**src/rtl/dmem_port_arbiter.sv**
```systemverilog
`default_nettype none
// ============================================================================
//  Module   : dmem_port_arbiter
//  Purpose  : Shares BRAM port B between the CPU (m0) and a debug/loader
//             master (m1) with a req/gnt handshake and read-data return.
//  Revision : 1.0  initial release
// ============================================================================
module dmem_port_arbiter #(
    parameter int ADDR_WIDTH = 9,
    parameter int DATA_WIDTH = 16,
    parameter int POLICY     = 0
) (
    input  logic                  clk,
    input  logic                  rst,

    input  logic                  m0_req,
    input  logic                  m0_we,
    input  logic [ADDR_WIDTH-1:0] m0_addr,
    input  logic [DATA_WIDTH-1:0] m0_din,
    output logic                  m0_gnt,
    output logic                  m0_rvalid,
    output logic [DATA_WIDTH-1:0] m0_rdata,

    input  logic                  m1_req,
    input  logic                  m1_we,
    input  logic [ADDR_WIDTH-1:0] m1_addr,
    input  logic [DATA_WIDTH-1:0] m1_din,
    output logic                  m1_gnt,
    output logic                  m1_rvalid,
    output logic [DATA_WIDTH-1:0] m1_rdata,

    output logic                  mem_en,
    output logic                  mem_we,
    output logic [ADDR_WIDTH-1:0] mem_addr,
    output logic [DATA_WIDTH-1:0] mem_din,
    input  logic [DATA_WIDTH-1:0] mem_dout,

    output logic                  busy
);

    typedef logic [1:0] state_t;
    localparam state_t c_st_idle  = 2'd0;
    localparam state_t c_st_issue = 2'd1;
    localparam state_t c_st_wait  = 2'd2;
    localparam state_t c_st_resp  = 2'd3;

    state_t                r_state;
    state_t                w_state_nxt;
    logic                  r_win;        // 0 = m0 owns the current access, 1 = m1
    logic                  r_last_grant;
    logic                  r_mem_we;
    logic [ADDR_WIDTH-1:0] r_mem_addr;
    logic [DATA_WIDTH-1:0] r_mem_din;
    logic [DATA_WIDTH-1:0] r_m0_rdata;
    logic [DATA_WIDTH-1:0] r_m1_rdata;

    logic                  w_any_req;
    logic                  w_pick_m1;

    assign w_any_req = m0_req | m1_req;

    // On a tie, round-robin grants the port that did not win last time.
    always_comb begin
        w_pick_m1 = m1_req;
        if (m0_req && m1_req) begin
            w_pick_m1 = (POLICY == 0) ? ~r_last_grant : 1'b0;
        end
    end

    always_ff @(posedge clk) begin
        if (rst) begin
            r_state <= c_st_idle;
        end else begin
            r_state <= w_state_nxt;
        end
    end

    always_comb begin
        w_state_nxt = r_state;
        mem_en      = 1'b0;
        m0_gnt      = 1'b0;
        m1_gnt      = 1'b0;
        m0_rvalid   = 1'b0;
        m1_rvalid   = 1'b0;
        busy        = 1'b1;
        case (r_state)
            c_st_idle: begin
                busy = 1'b0;
                if (w_any_req) begin
                    w_state_nxt = c_st_issue;
                end
            end
            c_st_issue: begin
                mem_en      = 1'b1;
                m0_gnt      = ~r_win;
                m1_gnt      = r_win;
                w_state_nxt = r_mem_we ? c_st_idle : c_st_wait;
            end
            c_st_wait: begin
                w_state_nxt = c_st_resp;
            end
            c_st_resp: begin
                m0_rvalid   = ~r_win;
                m1_rvalid   = r_win;
                w_state_nxt = c_st_idle;
            end
            default: begin
                w_state_nxt = c_st_idle;
            end
        endcase
    end

    always_ff @(posedge clk) begin
        if (rst) begin
            r_win        <= 1'b0;
            r_last_grant <= 1'b1;
            r_mem_we     <= 1'b0;
            r_mem_addr   <= '0;
            r_mem_din    <= '0;
            r_m0_rdata   <= '0;
            r_m1_rdata   <= '0;
        end else begin
            // mem_we is only ever high during the ISSUE cycle.
            r_mem_we <= 1'b0;
            if (r_state == c_st_idle && w_any_req) begin
                r_win        <= w_pick_m1;
                r_last_grant <= w_pick_m1;
                r_mem_we     <= w_pick_m1 ? m1_we   : m0_we;
                r_mem_addr   <= w_pick_m1 ? m1_addr : m0_addr;
                r_mem_din    <= w_pick_m1 ? m1_din  : m0_din;
            end
            if (r_state == c_st_wait) begin
                if (r_win) begin
                    r_m1_rdata <= mem_dout;
                end else begin
                    r_m0_rdata <= mem_dout;
                end
            end
        end
    end

    assign mem_we   = r_mem_we;
    assign mem_addr = r_mem_addr;
    assign mem_din  = r_mem_din;
    assign m0_rdata = r_m0_rdata;
    assign m1_rdata = r_m1_rdata;

endmodule
`default_nettype wire

```
**config.mk**
```make
export PLATFORM = sky130hd
export DESIGN_NAME = dmem_port_arbiter
export DESIGN_NICKNAME = d
export VERILOG_FILES = /design/src/rtl/dmem_port_arbiter.sv
export SDC_FILE = /design/constraint.sdc
export NUM_CORES = 1
export LEC_CHECK = 0
export BUFFER_PORTS_ARGS = -buffer_cell sky130_fd_sc_hd__buf_2
export CORE_MARGIN = 3
export CORE_UTILIZATION = 45
export DETAILED_ROUTE_END_ITERATION = 7
export GPL_ROUTABILITY_DRIVEN = 0
export GPL_TIMING_DRIVEN = 0
export PLACE_DENSITY = 0.83
export SLEW_MARGIN = 10
export SYNTH_ARGS = -nofsm -noshare
export SYNTH_HDL_FRONTEND = slang
export SYNTH_SLANG_ARGS = --single-unit
```
**constraint.sdc**
```tcl
create_clock -name clk -period 3.9 [get_ports clk]
set_input_delay 0.78 -clock clk [delete_from_list [all_inputs] [get_ports clk]]
set_output_delay 0.78 -clock clk [all_outputs]
set_load 0.005 [all_outputs]
```
==> reports/summary.json, run 1 <==
{
  "global_route_wire_length_before_repair": {"value": 12000, "unit": "µm"},
  "final.period_utilization": {"value": 53.5, "unit": "%"},
  "power.net_switching": {"value": 0.000460, "unit": "W"},
  "die_area": {"value": 7320, "unit": "µm²"},
  "tritoncts.num_buffers": {"value": 9},
  "crit_fanout": {"value": 10},
  "finalNonFillerCells": {"value": 543},
  "crit_path_frequent_cell": {"value": "sky130_fd_sc_hd__nor2b_1"},
  "setup_viol": {"value": 0},
  "switching_share": {"value": 25.4, "unit": "%"},
  "post-cts-setup-buffer-count": {"value": 0},
  "design.final.nets": {"value": 535},
  "cts-hold-fix-buffers": {"value": 0},
  "yosysSeqAreaShare": {"value": 43.6, "unit": "%"},
  "synth.largest_area_cell": {"value": "sky130_fd_sc_hd__dfxtp_1"},
  "clock_sinks": {"value": 62},
  "pwr-share-seq": {"value": 39.2, "unit": "%"},
  "clk_pin_slew_worst_paths": {"value": 0.07, "unit": "ns"},
  "power.density": {"value": 465, "unit": "nW/µm²"},
  "worst_slew_margin_rel": {"value": 55.2, "unit": "%"},
  "fillers": {"value": 544},
  "cts_root_buffer": {"value": "sky130_fd_sc_hd__clkbuf_8"},
  "synth.lib_cells_used.distinct": {"value": 31},
  "cts_htree_levels": {"value": 3},
  "post_drt_wl_per_cell": {"value": 13.6, "unit": "µm"},
  "max-cap-violations": {"value": 0},
  "hpwl_after_detailed_placement": {"value": 5490, "unit": "µm"},
  "run_status": {"value": "completed"},
  "crit_path_top_delay_cell": {"value": "sky130_fd_sc_hd__dfxtp_1"},
  "finalSetupTns": {"value": 0, "unit": "ns"},
  "num_rows": {"value": 28},
  "totalWireLength": {"value": 7390, "unit": "µm"},
  "insertion_delay": {"value": 0.33, "unit": "ns"},
  "die_w": {"value": 85.6, "unit": "µm"},
  "fin_total_pwr": {"value": 0.00181, "unit": "W"},
  "timing.critical_path.from_type": {"value": "flop"},
  "post-place-cells": {"value": 527},
  "route.detailed.drc": {"value": 0},
  "final_non_filler_cell_area": {"value": 3880, "unit": "µm²"},
  "synth_fp_nets": {"value": 390},
  "detail_route.iter0.violations": {"value": 75},
  "final_hold_viol_count": {"value": 0},
  "synth_area": {"value": 2850, "unit": "µm²"},
  "port_buffers": {"value": 134},
  "synth.area.top_cells": {"value": "sky130_fd_sc_hd__dfxtp_1 (44%), sky130_fd_sc_hd__nand2_1 (16%), sky130_fd_sc_hd__a311oi_2 (11%)"},
  "ir_worst_vdd": {"value": 0.277, "unit": "mV"},
  "critPathTopFamily": {"value": "simple AND/OR/NAND/NOR gates"},
  "internal_power": {"value": 0.00135, "unit": "W"},
  "grt_max_degree": {"value": 12},
  "synth.top_cell.area_share": {"value": 43.6, "unit": "%"},
  "cpPeakStageDelay": {"value": 0.31, "unit": "ns"},
  "rsz0062_at_grt": {"value": "false"},
  "final_layout_size_suffix_gt1_share": {"value": 46.6, "unit": "%"},
  "crit_path_end_kind": {"value": "output port"},
  "cts_tree": {"value": "yes"},
  "finalMaxSlewViolations": {"value": 0},
  "layout.cells.most_common_list": {"value": "sky130_fd_sc_hd__buf_2 (135), sky130_fd_sc_hd__nand2_1 (119), sky130_fd_sc_hd__dfxtp_1 (62), sky130_fd_sc_hd__a21oi_1 (40), sky130_fd_sc_hd__a311oi_2 (20)"},
  "floorplan.io_pins": {"value": 136},
  "clockBufferDepth": {"value": 2},
  "combinational_share_of_power": {"value": 18.7, "unit": "%"},
  "grt_pass1_vias": {"value": 2648},
  "die_y_extent": {"value": 85.6, "unit": "µm"},
  "cts_resized": {"value": 0},
  "hold_path.class": {"value": "reg -> reg"},
  "groute.usage.overall": {"value": 20.4, "unit": "%"},
  "grt_overflow": {"value": 0},
  "power_leakage": {"value": 1.75, "unit": "nW"},
  "hold_ws": {"value": 0.452, "unit": "ns"},
  "antenna_violating_nets_post_route": {"value": 0},
  "drtPass1Iterations": {"value": 4},
  "placement.cell_area": {"value": 3610, "unit": "µm²"},
  "synth-seq-cells": {"value": 62},
  "critPathArrivalTime": {"value": 1.31, "unit": "ns"},
  "multi_input_area": {"value": 1350, "unit": "µm²"},
  "fin_worst_skew": {"value": 0.00584, "unit": "ns"},
  "cp_cell_sequence": {"value": "buf_4, nor2b_1, nor2b_1, buf_2"},
  "critPathBufInv": {"value": 2},
  "cell_count_after_synthesis": {"value": 318},
  "clkPwrFrac": {"value": 42.1, "unit": "%"},
  "fp.coreArea": {"value": 6030, "unit": "µm²"},
  "slew_at_the_pin_closest_to_its_max_slew_limit": {"value": 0.673, "unit": "ns"},
  "worstPathRequired": {"value": 3.12, "unit": "ns"},
  "layout_min_cycle_time": {"value": 2.09, "unit": "ns"},
  "seqCellArea": {"value": 1240, "unit": "µm²"},
  "routed-via-count": {"value": 2767},
  "initial_core_util": {"value": 47.3, "unit": "%"},
  "diodes": {"value": 0},
  "vias_per_cell": {"value": 5.10},
  "yosys_warnings": {"value": 0},
  "flow.area_growth_from_synthesis": {"value": 36.3, "unit": "%"},
  "syn_avg_cell_area": {"value": 8.96, "unit": "µm²"},
  "layout.cells.most_common": {"value": "sky130_fd_sc_hd__buf_2"},
  "criticalPathCategory": {"value": "reg -> out"},
  "fmaxAchievable": {"value": 479, "unit": "MHz"},
  "number_of_antenna_violations_at_the_first_check_in_global_routing": {"value": 0}
}
## layout make-up
class                      count  area share [%]
clock buffer                  10            3.54
clock inverter                 6            3.41
sequential                    62            32.0
tap                           75            2.42
timing repair buffer         134            17.3
inverter                       1          0.0966
buffer                        29            6.51
multi-input combinational    226            34.8
## metal layers
layer  GRT usage, %  vias to the layer above  part of all wire (%)
met4           8.78                        0                   1.7
met3           5.19                       10                   9.0
met2           34.5                      123                    47
met5              0                        -                     0
li1               -                     1371                     -
met1           24.6                     1263                    42
## through the flow
stage / utilization (%) / setup WS, ns
floorplan: - / 2.25
global placement: 60.0 / 1.98
detailed placement: 60.0 / 1.98
CTS: 64.5 / 1.79
global route: 64.5 / 1.72
finish: 64.5 / 1.81
## synth_stat cells
cell type and instances:
sky130_fd_sc_hd__nand2_1 119, sky130_fd_sc_hd__dfxtp_1 62, sky130_fd_sc_hd__a21oi_1 40, sky130_fd_sc_hd__a311oi_2 20
sky130_fd_sc_hd__a21oi_2 19, sky130_fd_sc_hd__buf_6 11, sky130_fd_sc_hd__buf_4 7, sky130_fd_sc_hd__clkbuf_1 7
sky130_fd_sc_hd__a311oi_1 5, sky130_fd_sc_hd__nor2b_1 3, sky130_fd_sc_hd__buf_12 2, sky130_fd_sc_hd__nand2b_1 2
sky130_fd_sc_hd__nor2_1 2, sky130_fd_sc_hd__nor2_4 2, sky130_fd_sc_hd__a2111oi_2 1, sky130_fd_sc_hd__a21bo_1 1
sky130_fd_sc_hd__a21boi_4 1, sky130_fd_sc_hd__a221o_1 1, sky130_fd_sc_hd__and2_1 1, sky130_fd_sc_hd__and3_1 1
sky130_fd_sc_hd__and3b_1 1, sky130_fd_sc_hd__buf_2 1, sky130_fd_sc_hd__clkbuf_2 1, sky130_fd_sc_hd__inv_2 1
sky130_fd_sc_hd__nand3b_1 1, sky130_fd_sc_hd__nor2_2 1, sky130_fd_sc_hd__nor3_1 1, sky130_fd_sc_hd__nor3b_4 1
sky130_fd_sc_hd__o21ai_0 1, sky130_fd_sc_hd__or2_1 1, sky130_fd_sc_hd__or3b_1 1
## cell families after synthesis
| kind of cell | after synthesis | synth area share, % |
|---|---|---|
| AO/OA/AOI/OAI | 89 | 27.0 |
| buffers and inverters | 30 | 9.00 |
| flip-flops | 62 | 43.6 |
| AND/OR/NAND/NOR | 137 | 20.4 |
## worst min-delay path, delay by kind of cell (launching register included)
kind / cells / cell delay (ns)
flops: 1 / 0.31
simple gates: 1 / 0.05
compound gates: 1 / 0.05
## registers in the layout, summed over array words and instances, names as in the netlist, named ones only
signal        count
m0_rdata         16
m1_rdata         16
mem_din          16
mem_addr          9
mem_we            1
r_last_grant      1
r_state           1
r_win             1
## worst paths after layout
kind	end	slack, ns	depth (start not counted)	startpoint
max	m0_gnt	1.81	4	r_state[0]
min	m1_rdata[14]	0.45	2	m1_rdata[14]
max reg2reg	mem_addr[2]	2.50	6	flop
min reg2reg	m1_rdata[14]	0.45	2	m1_rdata[14]
## power groups by stage
| stage | clock network, W | registers [W] | logic, W |
|---|---|---|---|
| final | 0.000761 | 0.000709 | 0.000338 |
| after global routing | 0.000799 | 0.000714 | 0.000372 |
| after CTS | 0.000769 | 0.000709 | 0.000341 |
| after detailed placement | 0 | 0.000722 | 0.000340 |
| after global placement | 0 | 0.000722 | 0.000334 |
| after floorplan | 0 | 0.000725 | 0.000212 |
(Power assumes the default switching activity.)
==> run 2: changes to the inputs <==
--- a/config.mk
+++ b/config.mk
@@ -5,13 +5,14 @@
 export SDC_FILE = /design/constraint.sdc
 export NUM_CORES = 1
 export LEC_CHECK = 0
+export ABC_AREA = 1
 export BUFFER_PORTS_ARGS = -buffer_cell sky130_fd_sc_hd__buf_2
 export CORE_MARGIN = 3
-export CORE_UTILIZATION = 45
+export CORE_UTILIZATION = 42
 export DETAILED_ROUTE_END_ITERATION = 7
 export GPL_ROUTABILITY_DRIVEN = 0
 export GPL_TIMING_DRIVEN = 0
-export PLACE_DENSITY = 0.83
+export PLACE_DENSITY = 0.81
 export SLEW_MARGIN = 10
 export SYNTH_ARGS = -nofsm -noshare
 export SYNTH_HDL_FRONTEND = slang
==> constraint.sdc (replaced) <==
create_clock -name clk -period 1.9 [get_ports clk]
set_input_delay 0.38 -clock clk [delete_from_list [all_inputs] [get_ports clk]]
set_output_delay 0.38 -clock clk [all_outputs]
set_load 0.005 [all_outputs]
==> reports/summary.json, run 2 <==
{
  "run_status": {"value": "completed"},
  "cell_count_after_synthesis": {"value": 426},
  "final_layout_size_suffix_gt1_share": {"value": 30.6, "unit": "%"},
  "cts-hold-fix-buffers": {"value": 0},
  "synth_fp_nets": {"value": 498},
  "ir_worst_vdd": {"value": 0.367, "unit": "mV"},
  "grt_overflow": {"value": 0},
  "power.density": {"value": 861, "unit": "nW/µm²"},
  "synth.largest_area_cell": {"value": "sky130_fd_sc_hd__dfxtp_1"},
  "die_w": {"value": 89.0, "unit": "µm"},
  "synth.top_cell.area_share": {"value": 42.9, "unit": "%"},
  "wirelength_met1": {"value": 3510, "unit": "µm"},
  "r2r_start": {"value": "r_last_grant"},
  "worstPathRequired": {"value": 1.52, "unit": "ns"},
  "async_flop_share": {"value": 0, "unit": "%"},
  "antenna_violating_nets_post_route": {"value": 0},
  "flow.area_growth_from_synthesis": {"value": 33.8, "unit": "%"},
  "num_rows": {"value": 29},
  "syn_avg_cell_area": {"value": 6.80, "unit": "µm²"},
  "synth-seq-cells": {"value": 62},
  "yosysSeqAreaShare": {"value": 42.9, "unit": "%"},
  "yosys_warnings": {"value": 0},
  "route.detailed.drc": {"value": 0},
  "grt_pass1_vias": {"value": 2820},
  "clockBufferDepth": {"value": 2},
  "max-cap-violations": {"value": 0},
  "hp-start": {"value": "mem_dout[1]"},
  "cts_root_buffer": {"value": "sky130_fd_sc_hd__clkbuf_8"},
  "worstHoldEndpoint": {"value": "m0_rdata[1]"},
  "crit_path_end_kind": {"value": "output port"},
  "fp.coreArea": {"value": 6530, "unit": "µm²"},
  "finalMaxSlewViolations": {"value": 0},
  "setup_viol": {"value": 0},
  "design.final.nets": {"value": 642},
  "worst_hold_path.num_cells": {"value": 3},
  "synth_area": {"value": 2900, "unit": "µm²"},
  "slew_at_the_pin_closest_to_its_max_slew_limit": {"value": 0.490, "unit": "ns"},
  "die_area": {"value": 7930, "unit": "µm²"},
  "layout.cells.most_common": {"value": "sky130_fd_sc_hd__buf_2"},
  "ff2ff_path_depth": {"value": 5},
  "number_of_antenna_violations_at_the_first_check_in_global_routing": {"value": 0},
  "layout_min_cycle_time": {"value": 1.82, "unit": "ns"},
  "dr.max_layer_used": {"value": "met4"},
  "synth.area.top_cells": {"value": "sky130_fd_sc_hd__dfxtp_1 (43%), sky130_fd_sc_hd__nand2_1 (18%), sky130_fd_sc_hd__nor2_1 (7.8%)"},
  "global_route_wire_length_before_repair": {"value": 12700, "unit": "µm"},
  "finalSetupTns": {"value": 0, "unit": "ns"},
  "final.period_utilization": {"value": 95.6, "unit": "%"},
  "r2r-end": {"value": "mem_din[5]"},
  "timing.critical_path.from_type": {"value": "flop"},
  "yosysMostFrequentCell": {"value": "sky130_fd_sc_hd__nand2_1"},
  "dr_wl_met3": {"value": 807, "unit": "µm"},
  "die_y_extent": {"value": 89.0, "unit": "µm"},
  "tritoncts.num_buffers": {"value": 9},
  "cts_tree": {"value": "yes"},
  "initial_core_util": {"value": 44.3, "unit": "%"},
  "worst_slew_margin_rel": {"value": 67.3, "unit": "%"},
  "layout.cells.most_common_list": {"value": "sky130_fd_sc_hd__buf_2 (141), sky130_fd_sc_hd__nand2_1 (136), sky130_fd_sc_hd__dfxtp_1 (62), sky130_fd_sc_hd__nor2_1 (59), sky130_fd_sc_hd__a21oi_1 (34)"},
  "insertion_delay": {"value": 0.33, "unit": "ns"},
  "clock_sinks": {"value": 62},
  "r2r_slack": {"value": 0.56, "unit": "ns"},
  "groute.usage.overall": {"value": 20.4, "unit": "%"},
  "clk_pin_slew_worst_paths": {"value": 0.08, "unit": "ns"},
  "number_of_synthesized_flops_with_an_enable_pin": {"value": 0},
  "crit_fanout": {"value": 10},
  "critPathArrivalTime": {"value": 1.44, "unit": "ns"},
  "post-cts-setup-buffer-count": {"value": 0},
  "criticalPathCategory": {"value": "reg -> out"},
  "power_leakage": {"value": 1.97, "unit": "nW"},
  "final_hold_viol_count": {"value": 0},
  "drtPass1Iterations": {"value": 4},
  "cp_cell_sequence": {"value": "inv_2, buf_2, nor2_4, inv_1, nor2_1, buf_2"},
  "grt_max_degree": {"value": 13},
  "rsz0062_at_grt": {"value": "false"},
  "hold_path.class": {"value": "in -> reg"},
  "diodes": {"value": 0},
  "wl_met2": {"value": 3830, "unit": "µm"},
  "vias_per_cell": {"value": 4.87},
  "routed-via-count": {"value": 3175},
  "cts_htree_levels": {"value": 3},
  "post_drt_wl_per_cell": {"value": 12.6, "unit": "µm"},
  "port_buffers": {"value": 133},
  "cpPeakStageDelay": {"value": 0.37, "unit": "ns"},
  "synth_top_cells_by_count": {"value": "sky130_fd_sc_hd__nand2_1 (136), sky130_fd_sc_hd__dfxtp_1 (62), sky130_fd_sc_hd__nor2_1 (60)"},
  "final_core_utilization": {"value": 59.3, "unit": "%"},
  "detail_route.iter0.violations": {"value": 118},
  "fin_worst_skew": {"value": 0.00884, "unit": "ns"},
  "totalWireLength": {"value": 8210, "unit": "µm"},
  "hpwl_after_detailed_placement": {"value": 6290, "unit": "µm"},
  "synth.lib_cells_used.distinct": {"value": 23},
  "postSynth.topFlopCell": {"value": "sky130_fd_sc_hd__dfxtp_1"},
  "crit_path_frequent_cell": {"value": "sky130_fd_sc_hd__buf_2"},
  "floorplan.io_pins": {"value": 136},
  "crit_path_top_delay_cell": {"value": "sky130_fd_sc_hd__dfxtp_1"},
  "fmaxAchievable": {"value": 551, "unit": "MHz"}
}
==> run 2: worst max-delay path by stage <==
stage | start | endpoint
after global placement | r_state[0] | m0_gnt
after floorplan | r_state[0] | m0_gnt
final | r_state[0] | m0_gnt
after detailed placement | r_state[0] | m0_gnt
after global routing | r_state[0] | m0_gnt
after CTS | r_state[0] | m0_gnt
==> run 2: layer usage <==
layer,GRT usage (%),vias up
li1,-,1631
met1,23.7,1406
met2,35.6,132
met3,5.99,6
met4,7.31,0
met5,0,-
==> run 2: layout make-up <==
type / count / area (µm²)
clock buffer: 10 / 138
sequential: 62 / 1240
inverter: 37 / 139
fill: 642 / 2660
multi-input combinational: 298 / 1350
clock inverter: 6 / 70.1
timing repair buffer: 133 / 666
buffer: 29 / 171
tap: 77 / 96.3
==> run 2: power breakdown <==
part	switching [W]	internal [W]	leakage (nW)
registers	0.0000495	0.00140	0.508
logic	0.000405	0.000291	1.37
clock network	0.000546	0.000648	0.0951
total	0.00100	0.00233	1.97
==> run 2: cells by family after synthesis <==
family | share of synthesized area (%)
buffers and inverters | 10.7
and+or+nand+nor | 34.5
AOI/OAI and AO/OA | 11.9
DFF | 42.9
==> run 2: worst max-delay path, delay by kind of cell (launching register included) <==
family                 cells  cell delay (ns)
and+or+nand+nor            2             0.26
buffers and inverters      4             0.48
DFF                        1             0.37
==> run 2: repair_timing <==
| action | CTS | global route |
|---|---|---|
| pin swaps | 0 | 0 |
| setup endpoints to repair | 1 | 1 |
| gates resized for setup | 1 | 1 |
| cloned | 0 | 0 |
==> run 2: stage by stage <==
step	worst slack (ns)	std cells	hold slack, ns	instance area [µm²]	power, W
floorplan	0.604	426	0.429	2900	0.00189
global placement	0.365	636	0.446	3660	0.00215
detailed placement	0.353	636	0.452	3660	0.00217
CTS	0.0469	652	0.287	3870	0.00336
global route	0.00391	652	0.298	3870	0.00353
finish	0.0839	652	0.299	3870	0.00333
==> run 3: changes to the inputs <==
--- a/config.mk
+++ b/config.mk
@@ -5,14 +5,14 @@
 export SDC_FILE = /design/constraint.sdc
 export NUM_CORES = 1
 export LEC_CHECK = 0
-export ABC_AREA = 1
 export BUFFER_PORTS_ARGS = -buffer_cell sky130_fd_sc_hd__buf_2
+export CAP_MARGIN = 10
 export CORE_MARGIN = 3
 export CORE_UTILIZATION = 42
 export DETAILED_ROUTE_END_ITERATION = 7
 export GPL_ROUTABILITY_DRIVEN = 0
 export GPL_TIMING_DRIVEN = 0
-export PLACE_DENSITY = 0.81
+export PLACE_DENSITY = 0.82
 export SLEW_MARGIN = 10
 export SYNTH_ARGS = -nofsm -noshare
 export SYNTH_HDL_FRONTEND = slang
==> reports/summary.json, run 3 (synthesis results as in run 1) <==
{
  "global_route_wire_length_before_repair": {"value": 11800, "unit": "µm"},
  "post_drt_wl_per_cell": {"value": 14.0, "unit": "µm"},
  "initial_core_util": {"value": 44.1, "unit": "%"},
  "final_core_utilization": {"value": 59.8, "unit": "%"},
  "design.final.nets": {"value": 535},
  "timing.critical_path.from_type": {"value": "flop"},
  "cp_cell_sequence": {"value": "buf_4, nor2b_1, nor2b_1, buf_2"},
  "worst_slew_margin_rel": {"value": 54.1, "unit": "%"},
  "setup_viol": {"value": 0},
  "insertion_delay": {"value": 0.34, "unit": "ns"},
  "flow.area_growth_from_synthesis": {"value": 35.6, "unit": "%"},
  "placement.cell_area": {"value": 3620, "unit": "µm²"},
  "fin_worst_skew": {"value": 0.00446, "unit": "ns"},
  "grt_busiest_layer": {"value": "met2"},
  "grt_pass1_vias": {"value": 2527},
  "crit_path_top_delay_cell": {"value": "sky130_fd_sc_hd__dfxtp_1"},
  "number_of_antenna_violations_at_the_first_check_in_global_routing": {"value": 0},
  "ir_worst_vdd": {"value": 0.475, "unit": "mV"},
  "groute.usage.overall": {"value": 19.6, "unit": "%"},
  "die_w": {"value": 88.4, "unit": "µm"},
  "final.period_utilization": {"value": 88.9, "unit": "%"},
  "grt_overflow": {"value": 0},
  "groute.layer.met2.usage": {"value": 33.0, "unit": "%"},
  "cts_tree": {"value": "yes"},
  "routed-via-count": {"value": 2762},
  "critPathArrivalTime": {"value": 1.31, "unit": "ns"},
  "floorplan.io_pins": {"value": 136},
  "port_buffers": {"value": 134},
  "grt_max_degree": {"value": 13},
  "global_route.usage.met1": {"value": 23.4, "unit": "%"},
  "layout.cells.most_common": {"value": "sky130_fd_sc_hd__buf_2"},
  "totalWireLength": {"value": 7610, "unit": "µm"},
  "finalSetupTns": {"value": 0, "unit": "ns"},
  "crit_path_end_kind": {"value": "output port"},
  "cts_htree_levels": {"value": 3},
  "final_hold_viol_count": {"value": 0},
  "layout_min_cycle_time": {"value": 1.69, "unit": "ns"},
  "rsz0062_at_grt": {"value": "false"},
  "cts_root_buffer": {"value": "sky130_fd_sc_hd__clkbuf_8"},
  "max-cap-violations": {"value": 0},
  "diodes": {"value": 0},
  "final_non_filler_cell_area": {"value": 3860, "unit": "µm²"},
  "detail_route.iter0.violations": {"value": 94},
  "run_status": {"value": "completed"},
  "finalMaxSlewViolations": {"value": 0},
  "clk_pin_slew_worst_paths": {"value": 0.07, "unit": "ns"},
  "layout.cells.most_common_list": {"value": "sky130_fd_sc_hd__buf_2 (135), sky130_fd_sc_hd__nand2_1 (119), sky130_fd_sc_hd__dfxtp_1 (62), sky130_fd_sc_hd__a21oi_1 (40), sky130_fd_sc_hd__a311oi_2 (20)"},
  "route.detailed.drc": {"value": 0},
  "post-cts-setup-buffer-count": {"value": 0},
  "use_met3": {"value": 6.61, "unit": "%"},
  "crit_path_frequent_cell": {"value": "sky130_fd_sc_hd__nor2b_1"},
  "worstPathRequired": {"value": 1.52, "unit": "ns"},
  "die_area": {"value": 7810, "unit": "µm²"},
  "tritoncts.num_buffers": {"value": 9},
  "cts_resized": {"value": 0},
  "power_leakage": {"value": 1.73, "unit": "nW"},
  "drtPass1Iterations": {"value": 4},
  "cts-hold-fix-buffers": {"value": 0},
  "clock_sinks": {"value": 62},
  "clockBufferDepth": {"value": 2},
  "fmaxAchievable": {"value": 592, "unit": "MHz"},
  "antenna_violating_nets_post_route": {"value": 0},
  "final_layout_size_suffix_gt1_share": {"value": 46.6, "unit": "%"},
  "hpwl_after_detailed_placement": {"value": 5560, "unit": "µm"},
  "crit_fanout": {"value": 10},
  "criticalPathCategory": {"value": "reg -> out"},
  "vias_per_cell": {"value": 5.07},
  "slew_at_the_pin_closest_to_its_max_slew_limit": {"value": 0.689, "unit": "ns"},
  "die_y_extent": {"value": 88.4, "unit": "µm"},
  "num_rows": {"value": 29},
  "power.density": {"value": 926, "unit": "nW/µm²"},
  "fp.coreArea": {"value": 6460, "unit": "µm²"},
  "hold_path.class": {"value": "in -> reg"},
  "cpPeakStageDelay": {"value": 0.31, "unit": "ns"}
}
[run 3: cell count changes in the layout (fill, tap and decap cells not counted), sizes merged, moves of 16 or more]
cell    previous run  this run
nand2            137       119
a21boi            20         1
nand4             16         0
nor2              61         5
a311oi             0        25
a21oi             35        59
inv               37         1
nand3             25         0
[run 3: worst max-delay path, delay by kind of cell, from the launching register on]
family / cells / cell delay [ns]
AND/OR/NAND/NOR: 2 / 0.38
buffers and inverters: 2 / 0.28
flip-flops: 1 / 0.31
[run 3: layout make-up]
| class | count | area (µm²) |
|---|---|---|
| well taps | 77 | 96.3 |
| fillers | 577 | 2600 |
| plain buffers | 29 | 253 |
| multi-input cells | 226 | 1350 |
| repair buffers | 134 | 671 |
| flip-flops and latches | 62 | 1240 |
| inverters | 1 | 3.75 |
| clock buffers | 9 | 124 |
| clock inverters | 7 | 123 |
[run 3: path summary, 6_finish.rpt]
path                      from            to  slack (ns)  depth (start not counted)
setup / recovery    r_state[0]        m0_gnt        0.21                          4
hold / removal    mem_dout[11]  m0_rdata[11]        0.28                          3
setup reg to reg          flop   mem_din[14]        0.50                          6
hold reg to reg   m0_rdata[11]  m0_rdata[11]        0.45                          2
[run 3: through the flow]
stage	std cells	power [W]	setup slack, ns	hold WS (ns)
global placement	529	0.00217	0.328	0.439
finish	545	0.00358	0.210	0.280
detailed placement	529	0.00218	0.316	0.445
CTS	545	0.00360	0.183	0.266
floorplan	318	0.00192	0.617	0.453
global route	545	0.00373	0.0745	0.273
[run 3: where the power goes]
part	leakage [nW]	internal (W)	switching [W]
Combinational	1.11	0.000332	0.000361
Sequential	0.508	0.00140	0.0000596
Clock	0.116	0.000875	0.000552
Total	1.73	0.00260	0.000973
[run 3: routing by layer]
layer	vias up	share of wire, %	wire length, µm
met2	126	47	3560
met3	9	9.0	685
li1	1380	-	-
met4	0	1.3	98
met1	1247	43	3260
met5	-	0	0
